<file path="src/rtl/sequenciador_notas_pkg.sv">
// Shared definitions for the melody sequencer: FSM state encoding, silence code and bus widths.
package sinfonia_pkg;

  localparam int unsigned ADDR_W  = 4;
  localparam int unsigned NOTA_W  = 7;
  localparam int unsigned CODE_W  = 3;
  localparam int unsigned STATE_W = 3;

  localparam logic [STATE_W-1:0] OCIOSO   = 3'd0;
  localparam logic [STATE_W-1:0] ENDERECA = 3'd1;
  localparam logic [STATE_W-1:0] TOCA     = 3'd2;
  localparam logic [STATE_W-1:0] PAUSA    = 3'd3;
  localparam logic [STATE_W-1:0] FIM      = 3'd4;

  localparam logic [CODE_W-1:0] NOTA_SILENCIO = 3'b000;

  typedef logic [ADDR_W-1:0] endereco_t;
  typedef logic [NOTA_W-1:0] nota_t;
  typedef logic [CODE_W-1:0] codigo_t;

endpackage

</file>
<file path="src/rtl/sequenciador_notas_if.sv">
// Control, melody-memory and Arduino signals of the sequencer.
// The abortar line exists only when SEQUENCIADOR_ABORTAR_EN is defined.
interface sequenciador_notas_if;
  import sinfonia_pkg::*;

  logic      iniciar;
  endereco_t limite;
  endereco_t endereco;
  nota_t     nota;
  codigo_t   arduino_out;
  logic      ocupado;
  logic      pronto;
`ifdef SEQUENCIADOR_ABORTAR_EN
  logic      abortar;

  modport master (
    output iniciar, limite, nota, abortar,
    input  endereco, arduino_out, ocupado, pronto
  );

  modport slave (
    input  iniciar, limite, nota, abortar,
    output endereco, arduino_out, ocupado, pronto
  );
`else
  modport master (
    output iniciar, limite, nota,
    input  endereco, arduino_out, ocupado, pronto
  );

  modport slave (
    input  iniciar, limite, nota,
    output endereco, arduino_out, ocupado, pronto
  );
`endif

endinterface

</file>
<file path="src/rtl/sequenciador_notas_contador_tempo.sv">
// Duration timer: counts while conta is high, clears on zera; fim flags the last counted cycle.
module contador_tempo #(
  parameter int unsigned W = 8
) (
  input  logic         clock,
  input  logic         reset,
  input  logic         zera,
  input  logic         conta,
  input  logic [W-1:0] duracao,
  output logic [W-1:0] contagem,
  output logic         fim
);

  always_ff @(posedge clock) begin
    if (!reset) begin
      contagem <= '0;
    end else if (zera) begin
      contagem <= '0;
    end else if (conta) begin
      contagem <= contagem + W'(1);
    end
  end

  // Combinational so the FSM can leave the state on the very cycle the duration expires.
  assign fim = conta && (contagem == (duracao - W'(1)));

endmodule

</file>
<file path="src/rtl/sequenciador_notas.sv">
// Plays a melody stored in an external memory: one note per address, each held then followed by silence.
// Optional abort input enabled by defining SEQUENCIADOR_ABORTAR_EN.
module sequenciador_notas
  import sinfonia_pkg::*;
#(
  parameter int unsigned T_NOTA  = 25000000,
  parameter int unsigned T_PAUSA = 5000000
) (
  input logic                  clock,
  input logic                  reset,
  sequenciador_notas_if.slave  bus
);

  localparam int unsigned T_MAX   = (T_NOTA > T_PAUSA) ? T_NOTA : T_PAUSA;
  localparam int unsigned TIMER_W = (T_MAX > 1) ? $clog2(T_MAX + 1) : 1;
  localparam logic [TIMER_W-1:0] DUR_NOTA  = TIMER_W'(T_NOTA);
  localparam logic [TIMER_W-1:0] DUR_PAUSA = TIMER_W'(T_PAUSA);

  logic [STATE_W-1:0] state_q, state_d;
  endereco_t          endereco_q, endereco_d;
  endereco_t          limite_q, limite_d;
  codigo_t            saida_q, saida_d;
  logic               pronto_q, pronto_d;
  logic               ocupado_q, ocupado_d;

  logic               zera, conta, fim;
  logic [TIMER_W-1:0] duracao, contagem;
  codigo_t            codigo_c;

  contador_tempo #(
    .W (TIMER_W)
  ) u_contador_tempo (
    .clock    (clock),
    .reset    (reset),
    .zera     (zera),
    .conta    (conta),
    .duracao  (duracao),
    .contagem (contagem),
    .fim      (fim)
  );

  // One-hot to note code; iterating downwards lets the lowest set bit win.
  always_comb begin
    codigo_c = NOTA_SILENCIO;
    for (int i = int'(NOTA_W) - 1; i >= 0; i--) begin
      if (bus.nota[i]) begin
        codigo_c = CODE_W'(i + 1);
      end
    end
  end

  always_comb begin
    state_d    = state_q;
    endereco_d = endereco_q;
    limite_d   = limite_q;
    saida_d    = NOTA_SILENCIO;
    pronto_d   = 1'b0;
    conta      = 1'b0;
    zera       = 1'b1;
    duracao    = DUR_PAUSA;

    case (state_q)
      OCIOSO: begin
        if (bus.iniciar) begin
          limite_d   = bus.limite;
          endereco_d = '0;
          state_d    = ENDERECA;
        end
      end
      ENDERECA: begin
        state_d = TOCA;
      end
      TOCA: begin
        conta   = 1'b1;
        zera    = fim;
        duracao = DUR_NOTA;
        // Memory data settles during the first TOCA cycle; capture once, then hold.
        saida_d = (contagem == '0) ? codigo_c : saida_q;
        if (fim) begin
          state_d = PAUSA;
        end
      end
      PAUSA: begin
        conta = 1'b1;
        zera  = fim;
        if (fim) begin
          if (endereco_q == limite_q) begin
            state_d = FIM;
          end else begin
            endereco_d = endereco_q + ADDR_W'(1);
            state_d    = ENDERECA;
          end
        end
      end
      FIM: begin
        pronto_d = 1'b1;
        state_d  = OCIOSO;
      end
      default: begin
        state_d = OCIOSO;
      end
    endcase

`ifdef SEQUENCIADOR_ABORTAR_EN
    // Abort overrides every other transition; the address is kept for inspection.
    if (bus.abortar && (state_q != OCIOSO)) begin
      state_d  = OCIOSO;
      saida_d  = NOTA_SILENCIO;
      pronto_d = 1'b0;
      zera     = 1'b1;
      conta    = 1'b0;
    end
`endif

    ocupado_d = (state_d != OCIOSO);
  end

  always_ff @(posedge clock) begin
    if (!reset) begin
      state_q    <= OCIOSO;
      endereco_q <= '0;
      limite_q   <= '0;
      saida_q    <= NOTA_SILENCIO;
      pronto_q   <= 1'b0;
      ocupado_q  <= 1'b0;
    end else begin
      state_q    <= state_d;
      endereco_q <= endereco_d;
      limite_q   <= limite_d;
      saida_q    <= saida_d;
      pronto_q   <= pronto_d;
      ocupado_q  <= ocupado_d;
    end
  end

  assign bus.endereco    = endereco_q;
  assign bus.arduino_out = saida_q;
  assign bus.pronto      = pronto_q;
  assign bus.ocupado     = ocupado_q;

endmodule

</file>
<file path="src/flat_wrapper.sv">
// flat-port wrapper written by rule: the top's interface ports become plain ports
module sequenciador_notas_flat import sinfonia_pkg::*;
#(
  parameter int unsigned T_NOTA  = 25000000,
  parameter int unsigned T_PAUSA = 5000000
)
  (clock, reset, bus_iniciar, bus_limite, bus_nota, bus_endereco, bus_arduino_out, bus_ocupado, bus_pronto);
  sequenciador_notas_if bus_i ();
  input logic clock;
  input logic reset;
  input wire logic [$bits(bus_i.iniciar)-1:0] bus_iniciar;
  input wire logic [$bits(bus_i.limite)-1:0] bus_limite;
  input wire logic [$bits(bus_i.nota)-1:0] bus_nota;
  output wire logic [$bits(bus_i.endereco)-1:0] bus_endereco;
  output wire logic [$bits(bus_i.arduino_out)-1:0] bus_arduino_out;
  output wire logic [$bits(bus_i.ocupado)-1:0] bus_ocupado;
  output wire logic [$bits(bus_i.pronto)-1:0] bus_pronto;
  assign bus_i.iniciar = bus_iniciar;
  assign bus_i.limite = bus_limite;
  assign bus_i.nota = bus_nota;
  assign bus_endereco = bus_i.endereco;
  assign bus_arduino_out = bus_i.arduino_out;
  assign bus_ocupado = bus_i.ocupado;
  assign bus_pronto = bus_i.pronto;
  sequenciador_notas #(.T_NOTA(T_NOTA), .T_PAUSA(T_PAUSA)) u_core (.clock(clock), .reset(reset), .bus(bus_i));
endmodule
</file>
<file path="config.mk">
export PLATFORM = sky130hd
export DESIGN_NAME = sequenciador_notas_flat
export DESIGN_NICKNAME = d
export VERILOG_FILES = /design/src/rtl/sequenciador_notas_pkg.sv /design/src/rtl/sequenciador_notas_if.sv /design/src/rtl/sequenciador_notas_contador_tempo.sv /design/src/rtl/sequenciador_notas.sv /design/src/flat_wrapper.sv
export SDC_FILE = /design/constraint.sdc
export NUM_CORES = 1
export LEC_CHECK = 0
export CORE_UTILIZATION = 50
export CTS_CLUSTER_SIZE = 20
export DETAILED_ROUTE_END_ITERATION = 7
export PLACE_DENSITY = 0.7
export SLEW_MARGIN = 20
export SYNTH_ARGS = -nofsm -noshare
export SYNTH_HDL_FRONTEND = slang
export SYNTH_SLANG_ARGS = --single-unit
export TNS_END_PERCENT = 5
</file>
<file path="constraint.sdc">
create_clock -name clock -period 4.7 [get_ports clock]
set_input_delay 0.47 -clock clock [delete_from_list [all_inputs] [get_ports clock]]
set_output_delay 0.47 -clock clock [all_outputs]
set_load 0.02 [all_outputs]
</file>
# Word-level counts from Yosys, hierarchy flattened

Cells that the tools add are included.

Muxes and demuxes: 20
Reduce and logical (&&, ||, !) cells: 10
Bitwise logic cells: 1
Eq/ne operators: 9
Add/subtract/negate cells: 3

Operators by type and width:

| cell                    | count |
|---|---|
| $mux W3                 | 11 |
| $add A25 B1 Y25 const B | 1 |
| $eq A25 B25 Y1          | 1 |
| $logic_not A25 Y1       | 1 |
| $mux W25                | 1 |
| $sub A25 B1 Y25 const B | 1 |
| $mux W4                 | 3 |
| $pmux W3 S4             | 1 |
| $pmux W4 S2             | 1 |
| $eq A3 B2 Y1 const B    | 2 |
| $add A4 B1 Y4 const B   | 1 |
| $eq A4 B4 Y1            | 1 |
| $ne A2 B2 Y1 const B    | 2 |
| $reduce_and A2 Y1       | 2 |
| $reduce_and A4 Y1       | 1 |
| $reduce_or A2 Y1        | 2 |
| $eq A3 B1 Y1 const B    | 1 |
| $eq A3 B3 Y1 const B    | 1 |
| $logic_not A3 Y1        | 1 |
| $mux W1                 | 3 |
| $reduce_bool A3 Y1      | 1 |
| $ne A2 B1 Y1 const B    | 1 |
| $reduce_bool A2 Y1      | 1 |
| $logic_and A1 B1 Y1     | 1 |
| $not A1 Y1              | 1 |

Register bits after elaboration: 41

# Depth between registers and ports, before layout

Gate-level depths: netlist (run 1).

Depth after elaboration: 8
Mapped depth: 8

# Cells and area by module

A second synthesis (run 1) with hierarchy kept.

Cell total of the unflattened synthesis: 367
Area, all modules: 2930.3 um^2

By module, submodules not included:

| module             | cells each | area an instance (um^2) | sequential area each (um^2) | instances |
|---|---|---|---|---|
| contador_tempo     | 266        | 2033.2                  | 500.5                       | 1 |
| sequenciador_notas | 101        | 897.1                   | 320.3                       | 1 |

# Worst setup path after synthesis (run 1)

OpenSTA, ideal clock, no wires.

Kind: register to register
Start point: register u_core.u_contador_tempo.contagem[6]
End point: register u_core.u_contador_tempo.contagem[16]
Arrival time: 1.950 ns
Period minus slack after synthesis: 2.066 ns
Library setup time: 0.115 ns
Path slack: 2.634 ns
Data required time: 4.585 ns
Cell stages (with the launch flop): 8
Path through: dfxtp_1 or4_1 or4_4 a21oi_1 or2_1 buf_4 buf_6 nor2_2

Cells in the longest elaborated chain, start to end: 4
Elaborated cells between the ends (all ways): 5

Ends and longest elaborated chain:

| what                                                    | line                                    | source |
|---|---|---|
| start, declared                                         | sequenciador_notas_contador_tempo.sv:10 | `output logic [W-1:0] contagem,` |
| start signal, assigned                                  | sequenciador_notas_contador_tempo.sv:20 | `contagem <= contagem + W'(1);` |
| branches (longest 4 deep; another with $add A25 B1 Y25) | --                                      |  |

Several ways; the timed one is not identified.
A chain may end at the register's enable or synchronous reset.

# Final worst setup path (run 1)

Start point: register u_core.u_contador_tempo.contagem[6]
End point: register u_core.u_contador_tempo.contagem[6]

Same word-level chain as after synthesis.

==> qor.txt, run 1 <==
TIMING
-----------------------------------------------------------------------------------------------------------------
Slew at the pin closest to its max-slew limit                                                             1.06 ns
Final number of hold-violating endpoints                                                                        0
TNS Setup                                                                                                    0 ns
Setup repair after global routing missed its margin                                                            no
Final cycle utilization of the critical path                                                                0.582
Final Skew                                                                                             0.00295 ns
Number of max-slew violations in the final report                                                               0
Final-report setup violation count                                                                              0
Worst hold-check slack                                                                                   0.475 ns
Maximum operating frequency                                                                               366 MHz
Worst slew margin                                                                                           0.292
Shortest period the worst path allows                                                                     2.73 ns
Fin worst setup slack                                                                                     1.97 ns

FINISH
-----------------------------------------------------------------------------------------------------------------
Fraction of final layout cells with drive strength greater than 1                                          0.0965
Area added between synthesis and finish                                                                     15.7%
Post-layout nets                                                                                              276
Post-layout instance area                                                                             0.00239 mm²
Number of antenna cells inserted                                                                                0
Fraction of the core area covered by cells at the end of the flow                                           0.629
Filler instances                                                                                              369

SYNTHESIS
-----------------------------------------------------------------------------------------------------------------
Mapped cell area                                                                                      0.00206 mm²
Arithmetic-cell share of the synthesized area counting full adders, half adders and majority gates         0.0182
Largest family of logic cells by synthesized area                                                    simple AND/OR/NAND/NOR gates
Avg Cell Area, Syn                                                                                       8.75 µm²
Yosys synthesis warning count                                                                                   0
Number of synthesized flops with an enable pin                                                                  0
Number of cells produced by synthesis                                                                         236
Fraction of registers with async set or reset after synthesis                                                   0
Register area share after synthesis                                                                         0.398
Number of distinct library cells after synthesis                                                               46
Most used DFF post-synth                                                                                  dfxtp_1
Register bit total from synthesis                                                                              41
Mux contribution to synthesized area                                                                       0.0388
Synth Area in Compound Gates                                                                               0.0545
Fraction of the mapped netlist area in simple logic gates                                                   0.339
Xor/xnor share of the synthesized area                                                                      0.115
Syn nets                                                                                                      253

CLOCK NETWORK
-----------------------------------------------------------------------------------------------------------------
CTS tree                                                                                                    built
Worst-Skew Late Latency                                                                                   0.28 ns
Clk slew on worst S/H paths                                                                               0.07 ns
CTS max path bufs                                                                                               2
Clock Sinks                                                                                                    41
CTS H-Tree Depth                                                                                                2
PostCTS Resize Cnt                                                                                              0
Number of CTS-inserted buffers                                                                                  5
Post-CTS Hold Fix Bufs                                                                                          0
Post-CTS setup buffer count                                                                                     0
Clock Root Buffer                                                                                        clkbuf_8

WORST SETUP PATH
-----------------------------------------------------------------------------------------------------------------
Critical path fanouts, max                                                                                     25
Worst path required time                                                                                  4.83 ns
Worst Path Arrival                                                                                        2.87 ns
Start-to-end type of the worst setup path                                                                 reg2reg
Sort of element at the end of the critical path                                                              flop
Launching element type of the critical path                                                                  flop

FLOORPLANNING
-----------------------------------------------------------------------------------------------------------------
Number of primary I/O pins                                                                                     23
Area of the die                                                                                       0.00439 mm²
Die width                                                                                                 66.3 µm
Floorplan Core Area                                                                                   0.00380 mm²
Die outline height                                                                                        66.3 µm
Row count                                                                                                      22
Initial Utilization                                                                                         0.543

PWR
-----------------------------------------------------------------------------------------------------------------
Sequential Power Share                                                                                      0.563
Static power due to leakage                                                                              0.799 nW
Net Switching                                                                                              142 µW
Power Density                                                                                          268 mW/mm²
Logic pwr share                                                                                             0.083
Worst ir drop on vdd                                                                                   0.000172 V
Internal power                                                                                             497 µW
Switch share                                                                                                0.222
Relative contribution of the clock network to total power                                                   0.353

PLACEMENT
-----------------------------------------------------------------------------------------------------------------
Last weighted congestion value of the routability-driven placer                                             0.834
Number of buffers inserted by port buffering                                                                   22
Detailed-placement wirelength estimate                                                                    2.88 mm
Post-placement setup slack                                                                                1.97 ns
Placed instance area                                                                                  0.00230 mm²

OUTCOME
-----------------------------------------------------------------------------------------------------------------
Result of the run                                                                                    finished, final reports clean

ROUTE
-----------------------------------------------------------------------------------------------------------------
Number of DRC violations after detailed routing                                                                 0
Number of nets still failing antenna checks after routing                                                       0
Number of vias in the routed layout                                                                          1617
Number of search-and-repair iterations in the first detailed-routing pass                                       4
Average via count per standard cell                                                                          5.27
Routed WL per cell                                                                                        13.1 µm
Number of DRC violations after detailed-routing iteration 0                                                    56
Final wirelength                                                                                          4.02 mm

GRT
-----------------------------------------------------------------------------------------------------------------
Met3 routing resource usage after global routing                                                           0.0466
Grt peak-use layer                                                                                           met2
First-pass GRT wire length                                                                                6.84 mm
Leftover overflow at the end of global routing                                                                  0
Met1 GRT Util                                                                                               0.264
Overall routing resource usage                                                                              0.204
Largest net degree at the start of global routing                                                              26
Number of antenna violations at the first check in global routing                                               0
Vias in the first global route                                                                               1511
GRT met2 Usage                                                                                              0.341

RUN
-----------------------------------------------------------------------------------------------------------------
Max-cap violations                                                                                              0

MIN PATH
-----------------------------------------------------------------------------------------------------------------
Hold crit path type                                                                                       reg2reg

-- sequential cells by signal, summed over array words and instances (netlist names) --
register	flops
u_core.bus.arduino_out	3
u_core.bus.endereco	4
u_core.bus.ocupado	1
u_core.bus.pronto	1
u_core.limite_q	4
u_core.state_q	3
u_core.u_contador_tempo.contagem	25
-- worst paths after layout --
path | startpoint | to | slack (ns) | depth (start not counted)
min reg2reg | u_core.u_contador_tempo.contagem[0]$_SDFFE_PP0N_ | u_core.u_contador_tempo.contagem[0]$_SDFFE_PP0N_ | 0.48 | 1
min | u_core.u_contador_tempo.contagem[0]$_SDFFE_PP0N_ | u_core.u_contador_tempo.contagem[0]$_SDFFE_PP0N_ | 0.48 | 1
max reg2reg | u_core.u_contador_tempo.contagem[6]$_SDFFE_PP0N_ | u_core.u_contador_tempo.contagem[6]$_SDFFE_PP0N_ | 1.97 | 5
max | u_core.u_contador_tempo.contagem[6]$_SDFFE_PP0N_ | u_core.u_contador_tempo.contagem[6]$_SDFFE_PP0N_ | 1.97 | 5
-- synth_stat cells (2+ instances only) --
library cell,instances,share of area
xnor2_1,23,0.098
nor2_2,10,0.030
clkbuf_1,2,0.0036
and2_1,4,0.012
ha_1,3,0.018
and3_1,5,0.015
xor2_1,4,0.017
mux2i_1,8,0.039
and3_2,2,0.0073
nand2b_1,3,0.0091
a21oi_1,5,0.012
nor3_1,12,0.029
nand3_1,6,0.015
nor4_1,3,0.0091
dfxtp_1,41,0.40
nor2_1,32,0.058
nor2b_1,7,0.021
and4_1,3,0.013
inv_1,9,0.016
o21ai_0,2,0.0048
buf_6,2,0.011
nand2_1,16,0.029
nand4_1,11,0.033
-- routing by layer --
metal  vias up  part of all wire
met5         -                 0
li1        851                 -
met4         0            0.0027
met2        26              0.46
met3         2             0.039
met1       738              0.50
-- cell families (layout without fill, tap and decap cells) --
logic type | Yosys count | after routing
buf+inv | 15 | 38
flops | 41 | 41
fa+ha+maj | 3 | 3
mux | 8 | 8
simple gates | 127 | 127
xor+xnor | 27 | 27
compound gates | 15 | 15
-- final cells by class --
cell class	count	area, µm²	share of cell area
Clock buffer	7	86.3	0.0361
Sequential cell	41	821	0.344
Inverter	9	33.8	0.0141
Timing Repair Buffer	22	220	0.0922
Tap cell	48	60.1	0.0251
Multi-Input combinational cell	180	1170	0.489
-- worst max-delay path, stage by stage (launching register included) --
cell and delay (ns):
dfxtp_1 0.35, or4_1 0.56, or4_4 0.54, a21oi_1 0.17
or2_1 0.83, nor2_1 0.12
-- power by group through the flow --
stage | Combinational [mW] | Sequential (mW) | Clock [mW]
2_1_floorplan | 0.0372 | 0.366 | 0
3_3_place_gp | 0.0531 | 0.368 | 0
3_5_place_dp | 0.0536 | 0.368 | 0
4_1_cts | 0.0540 | 0.360 | 0.234
5_1_grt | 0.0589 | 0.361 | 0.249
6_report | 0.0533 | 0.360 | 0.226
-- metrics by stage --
stage                     instances  power, mW
final                           307      0.639
after global placement          300      0.421
after global routing            307      0.668
after detailed placement        300      0.422
after CTS                       307      0.649
after floorplan                 236      0.403
-- placed cells by master (no fill, tap or decap), types with 2 or more instances in the layout --
cell type,count
inv_1,9
o21ai_0,2
dfxtp_1,41
and3_2,2
clkdlybuf4s50_1,22
and4_1,3
nand3_1,6
xnor2_1,23
a21oi_1,5
nor3_1,12
xor2_1,4
ha_1,3
clkbuf_8,6
and3_1,5
nand2_1,16
nor4_1,3
nor2_2,10
nor2_1,32
nand2b_1,3
and2_1,4
mux2i_1,8
nor2b_1,7
nand4_1,11
No activity file was read; power rests on OpenSTA's default activity.
==> run 2, diff against run 1 <==
- PLACE_DENSITY: 0.7 -> 0.73
- clock period: 4.7 -> 2.2 ns (I/O delays scaled with it)
==> qor.txt, run 2 (synthesis results as in run 1) <==
ROUTE
----------------------------------------------------------------------------------------
Number of DRC violations after detailed routing                                        0
Number of DRC violations after detailed-routing iteration 0                           96
Average via count per standard cell                                                 5.41
Routed WL per cell                                                               12.9 µm
Number of vias in the routed layout                                                 1738
Number of search-and-repair iterations in the first detailed-routing pass              4
Number of nets still failing antenna checks after routing                              0
Final wirelength                                                                 4.13 mm

CLOCK NETWORK
----------------------------------------------------------------------------------------
CTS H-Tree Depth                                                                       2
Clock Sinks                                                                           41
Number of CTS-inserted buffers                                                         5
CTS tree                                                                           built
Worst-Skew Late Latency                                                          0.29 ns
Clock Root Buffer                                                               clkbuf_8
Clk slew on worst S/H paths                                                      0.08 ns
CTS max path bufs                                                                      2

OUTCOME
----------------------------------------------------------------------------------------
Result of the run                                                           finished, final reports clean

MIN PATH
----------------------------------------------------------------------------------------
Hold crit path type                                                              reg2reg

TIMING
----------------------------------------------------------------------------------------
Worst hold-check slack                                                          0.437 ns
Slew at the pin closest to its max-slew limit                                   0.461 ns
Maximum operating frequency                                                      477 MHz
Final-report setup violation count                                                     0
Number of max-slew violations in the final report                                      0
Shortest period the worst path allows                                            2.10 ns
Worst slew margin                                                                  0.690
Final number of hold-violating endpoints                                               0
TNS Setup                                                                           0 ns
Setup repair after global routing missed its margin                                   no
Final cycle utilization of the critical path                                       0.953
Final Skew                                                                    0.00749 ns

FINISH
----------------------------------------------------------------------------------------
Number of antenna cells inserted                                                       0
Fraction of final layout cells with drive strength greater than 1                  0.154
Top library cells by usage in the layout, fill and taps aside               dfxtp_1 (38), nor2_1 (32), xnor2_1 (23)
Area added between synthesis and finish                                            21.6%
Fraction of the core area covered by cells at the end of the flow                  0.661
Post-layout nets                                                                     290
Flip-flop count of the largest register after layout                                  25
Most common cell after layout, fill and taps aside                               dfxtp_1
Register bank with the most flops                                           u_core.u_contador_tempo.contagem

WORST SETUP PATH
----------------------------------------------------------------------------------------
Reg2Reg Launch Point                                                        u_core.u_contador_tempo.contagem[23]$_SDFFE_PP0N_
Worst Path Arrival                                                               2.29 ns
Worst reg2reg path depth                                                               5
Worst reg2reg endpoint                                                      u_core.bus.endereco[2]$_SDFFE_PN0P_
Worst path required time                                                         2.39 ns
End point of the critical path                                              u_core.bus.endereco[2]$_SDFFE_PN0P_
Start-to-end type of the worst setup path                                        reg2reg
Critical path fanouts, max                                                             7
Worst setup slack for register-to-register paths                                 0.10 ns
Launching element type of the critical path                                         flop
Sort of element at the end of the critical path                                     flop
Worst setup startpoint                                                      u_core.u_contador_tempo.contagem[23]$_SDFFE_PP0N_

FLOORPLANNING
----------------------------------------------------------------------------------------
Initial Utilization                                                                0.543
Die outline height                                                               66.3 µm
Floorplan Core Area                                                          0.00380 mm²
Number of primary I/O pins                                                            23
Area of the die                                                              0.00439 mm²
Row count                                                                             22
Die width                                                                        66.3 µm

GRT
----------------------------------------------------------------------------------------
First-pass GRT wire length                                                       7.09 mm
Largest net degree at the start of global routing                                     26
Leftover overflow at the end of global routing                                         0
Vias in the first global route                                                      1604
Overall routing resource usage                                                     0.215
Number of antenna violations at the first check in global routing                      0

PWR
----------------------------------------------------------------------------------------
Total chip power                                                                 1.39 mW
Power Density                                                                 553 mW/mm²
Static power due to leakage                                                     0.879 nW
Worst ir drop on vdd                                                          0.000334 V

RUN
----------------------------------------------------------------------------------------
Max-cap violations                                                                     0

PLACEMENT
----------------------------------------------------------------------------------------
Number of buffers inserted by port buffering                                          22
Last weighted congestion value of the routability-driven placer                    0.799
Detailed-placement wirelength estimate                                           3.02 mm

-- run 2: critical path: stages, from the launching register on --
cell and delay, ns:
dfxtp_2 0.34, or4bb_1 0.47, or4_4 0.53, a211oi_4 0.35
a21oi_1 0.12, o21a_1 0.19
-- run 2: how the worst min path moves through the flow --
stage	cells past startpoint	endpoint	startpoint
after global placement	1	u_core.u_contador_tempo.contagem[0]$_SDFFE_PP0N_	u_core.u_contador_tempo.contagem[0]$_SDFFE_PP0N_
after detailed placement	1	u_core.u_contador_tempo.contagem[0]$_SDFFE_PP0N_	u_core.u_contador_tempo.contagem[0]$_SDFFE_PP0N_
after floorplan	2	u_core.bus.ocupado$_SDFF_PN0_	bus_iniciar
after CTS	1	u_core.u_contador_tempo.contagem[0]$_SDFFE_PP0N_	u_core.u_contador_tempo.contagem[0]$_SDFFE_PP0N_
final	1	u_core.u_contador_tempo.contagem[0]$_SDFFE_PP0N_	u_core.u_contador_tempo.contagem[0]$_SDFFE_PP0N_
after global routing	1	u_core.u_contador_tempo.contagem[0]$_SDFFE_PP0N_	u_core.u_contador_tempo.contagem[0]$_SDFFE_PP0N_
-- run 2: final cells by class --
type / instances / area (µm²)
Multi-Input combinational cell: 180 / 1170
Tap cell: 48 / 60.1
Fill cell: 363 / 1290
Timing Repair Buffer: 36 / 338
Sequential cell: 41 / 825
Inverter: 9 / 33.8
Clock buffer: 7 / 86.3
-- run 2: through the flow --
| stage | cells | worst slack [ns] | cell area, µm² |
|---|---|---|---|
| global route | 321 | 0.00193 | 2510 |
| global placement | 312 | 0.124 | 2400 |
| detailed placement | 312 | 0.101 | 2400 |
| finish | 321 | 0.104 | 2510 |
| CTS | 319 | 0.0847 | 2490 |
| floorplan | 236 | 0.134 | 2060 |
-- run 2: what timing repair did --
action,in CTS,in global routing
hold buffers,0,0
buffers inserted,0,2
setup endpoints to repair,0,1
resized for setup,0,3
-- run 2: per-layer routing --
metal,up-vias,part of all wire,GRT usage
li1,880,-,-
met1,817,0.46,0.266
met2,31,0.47,0.347
met3,10,0.049,0.0500
met4,0,0.021,0.106
met5,-,0,0
-- run 2: power by group --
group | internal [mW] | leakage (nW) | total [mW] | switching, mW
sequential | 0.755 | 0.333 | 0.763 | 0.00777
combinational | 0.0697 | 0.501 | 0.136 | 0.0659
clock | 0.249 | 0.0443 | 0.490 | 0.241
total | 1.07 | 0.879 | 1.39 | 0.314
==> run 3, diff against run 2 <==
- PLACE_DENSITY: 0.73 -> 0.7
- clock period: 2.2 -> 2.4 ns (I/O delays scaled with it)
==> qor.txt, run 3 (synthesis results as in run 1) <==
TIMING
----------------------------------------------------------------------------------------
Final cycle utilization of the critical path                                       0.924
Worst hold-check slack                                                          0.475 ns
Final number of hold-violating endpoints                                               0
Slew at the pin closest to its max-slew limit                                   0.432 ns
Setup repair after global routing missed its margin                                   no
TNS Setup                                                                           0 ns
Number of max-slew violations in the final report                                      0
Maximum operating frequency                                                      451 MHz
Final Skew                                                                    0.00414 ns
Final-report setup violation count                                                     0
Shortest period the worst path allows                                            2.22 ns
Worst slew margin                                                                  0.710

WORST SETUP PATH
----------------------------------------------------------------------------------------
Critical path fanouts, max                                                            14
Start-to-end type of the worst setup path                                        reg2reg
Worst path required time                                                         2.58 ns
Worst reg2reg path depth                                                               6
Crit path cell chain                                                        or4_1, or4_4, a21oi_1, or2_1, buf_4, nor2_1
Worst reg2reg endpoint                                                      u_core.u_contador_tempo.contagem[14]$_SDFFE_PP0N_
CP bufs+invs                                                                           1
Worst setup slack for register-to-register paths                                 0.18 ns
Reg2Reg Launch Point                                                        u_core.u_contador_tempo.contagem[6]$_SDFFE_PP0N_
CP delay by family, top                                                     simple AND/OR/NAND/NOR gates
Slowest CP cell                                                                    or4_1
Crit. path cell count                                                                  6
Sort of element at the end of the critical path                                     flop
Critical Path Max Stage Delay                                                    0.58 ns
Launching element type of the critical path                                         flop
Worst Path Arrival                                                               2.40 ns

PWR
----------------------------------------------------------------------------------------
Switch share                                                                       0.216
Internal power                                                                   1.09 mW
Total chip power                                                                 1.39 mW
Power Density                                                                 567 mW/mm²
Net Switching                                                                     301 µW
Sequential Power Share                                                             0.504
Relative contribution of the clock network to total power                          0.413
Worst ir drop on vdd                                                          0.000399 V
Logic pwr share                                                                    0.083
Static power due to leakage                                                     0.830 nW

ROUTE
----------------------------------------------------------------------------------------
Average via count per standard cell                                                 5.28
Number of vias in the routed layout                                                 1648
Number of DRC violations after detailed-routing iteration 0                          126
Number of DRC violations after detailed routing                                        0
Routed WL per cell                                                               13.0 µm
Number of search-and-repair iterations in the first detailed-routing pass              4
Final wirelength                                                                 4.05 mm
Number of nets still failing antenna checks after routing                              0

MIN PATH
----------------------------------------------------------------------------------------
Beginning of the worst hold path                                            u_core.u_contador_tempo.contagem[0]$_SDFFE_PP0N_
Number of instances on the worst hold path                                             1
Endpoint of the worst hold path                                             u_core.u_contador_tempo.contagem[0]$_SDFFE_PP0N_
Hold crit path type                                                              reg2reg

CLOCK NETWORK
----------------------------------------------------------------------------------------
Worst-Skew Late Latency                                                          0.29 ns
CTS tree                                                                           built
Number of CTS-inserted buffers                                                         5
Post-CTS Hold Fix Bufs                                                                 0
Clock Sinks                                                                           41
Post-CTS setup buffer count                                                            0
CTS max path bufs                                                                      2
PostCTS Resize Cnt                                                                     0
Clk slew on worst S/H paths                                                      0.08 ns
Clock Root Buffer                                                               clkbuf_8
CTS H-Tree Depth                                                                       2

FLOORPLANNING
----------------------------------------------------------------------------------------
Initial Utilization                                                                0.543
Number of primary I/O pins                                                            23
Die outline height                                                               66.3 µm
Area of the die                                                              0.00439 mm²
Floorplan Core Area                                                          0.00380 mm²
Die width                                                                        66.3 µm
Row count                                                                             22

GRT
----------------------------------------------------------------------------------------
Vias in the first global route                                                      1507
Leftover overflow at the end of global routing                                         0
First-pass GRT wire length                                                       6.91 mm
Largest net degree at the start of global routing                                     15
Number of antenna violations at the first check in global routing                      0
Overall routing resource usage                                                     0.210

PLACEMENT
----------------------------------------------------------------------------------------
Detailed-placement wirelength estimate                                           2.95 mm
Number of buffers inserted by port buffering                                          22
Last weighted congestion value of the routability-driven placer                    0.852
Placed insts                                                                         304

OUTCOME
----------------------------------------------------------------------------------------
Result of the run                                                           finished, final reports clean

FINISH
----------------------------------------------------------------------------------------
Flip-flop count of the largest register after layout                                  25
Fraction of final layout cells with drive strength greater than 1                  0.117
Most common cell after layout, fill and taps aside                               dfxtp_1
Number of antenna cells inserted                                                       0
Area added between synthesis and finish                                            18.8%
Post-layout nets                                                                     280
Register bank with the most flops                                           u_core.u_contador_tempo.contagem
Final cell count without fillers                                                     312
Top library cells by usage in the layout, fill and taps aside               dfxtp_1 (41), nor2_1 (32), xnor2_1 (23)

RUN
----------------------------------------------------------------------------------------
Max-cap violations                                                                     0

==> run 3: changes by cell type in the layout (fill, tap and decap cells not counted) <==
cell and delta:
dfxtp_1 +3, bufinv_16 +1, buf_12 -1, dfxtp_2 -3, buf_4 -9, clkbuf_1 -1
clkinvlp_4 +1
==> run 3: power by group through the flow <==
stage / combinational, mW / sequential, mW / clock (mW)
floorplan: 0.0729 / 0.716 / 0
global placement: 0.116 / 0.717 / 0
detailed placement: 0.116 / 0.717 / 0
CTS: 0.117 / 0.701 / 0.589
global route: 0.127 / 0.703 / 0.618
finish: 0.116 / 0.701 / 0.574
==> run 3: stage by stage <==
step	utilization	cell area (µm²)	setup slack [ns]
2_1_floorplan	-	2060	0.334
3_3_place_gp	0.614	2330	0.284
3_5_place_dp	0.614	2330	0.222
4_1_cts	0.646	2450	0.179
5_1_grt	0.646	2450	0.101
6_report	0.646	2450	0.182
==> run 3: layout make-up <==
cell class                 count  area, µm²
clock buffer                   6       82.6
timing repair buffer          26        250
tap                           48       60.1
inverter                       9       33.8
clock inverter                 2       37.5
fill                         349       1350
sequential                    41        821
multi-input combinational    180       1170
==> run 3: worst max path at each step <==
stage,startpoint,end,slack (ns)
4_1_cts,u_core.u_contador_tempo.contagem[6]$_SDFFE_PP0N_,u_core.u_contador_tempo.contagem[13]$_SDFFE_PP0N_,0.18
2_1_floorplan,u_core.u_contador_tempo.contagem[6]$_SDFFE_PP0N_,u_core.u_contador_tempo.contagem[16]$_SDFFE_PP0N_,0.33
3_5_place_dp,u_core.u_contador_tempo.contagem[6]$_SDFFE_PP0N_,u_core.u_contador_tempo.contagem[12]$_SDFFE_PP0N_,0.22
6_report,u_core.u_contador_tempo.contagem[6]$_SDFFE_PP0N_,u_core.u_contador_tempo.contagem[14]$_SDFFE_PP0N_,0.18
5_1_grt,u_core.u_contador_tempo.contagem[6]$_SDFFE_PP0N_,u_core.u_contador_tempo.contagem[15]$_SDFFE_PP0N_,0.10
3_3_place_gp,u_core.u_contador_tempo.contagem[6]$_SDFFE_PP0N_,u_core.u_contador_tempo.contagem[12]$_SDFFE_PP0N_,0.28
==> run 3: routing by layer <==
layer  track usage  share of wire  up-vias  wire length, µm
li1              -              -      861                -
met1         0.278           0.48      737             1950
met2         0.337           0.45       46             1830
met3        0.0500          0.059        4              239
met4        0.0638         0.0089        0               36
met5             0              0        -                0
==> run 3: worst reg2reg max path, stage by stage, from the launching register on <==
cell	delay (ns)
dfxtp_1	0.35
or4_1	0.58
or4_4	0.54
a21oi_1	0.19
or2_1	0.15
buf_4	0.23
nor2_1	0.08
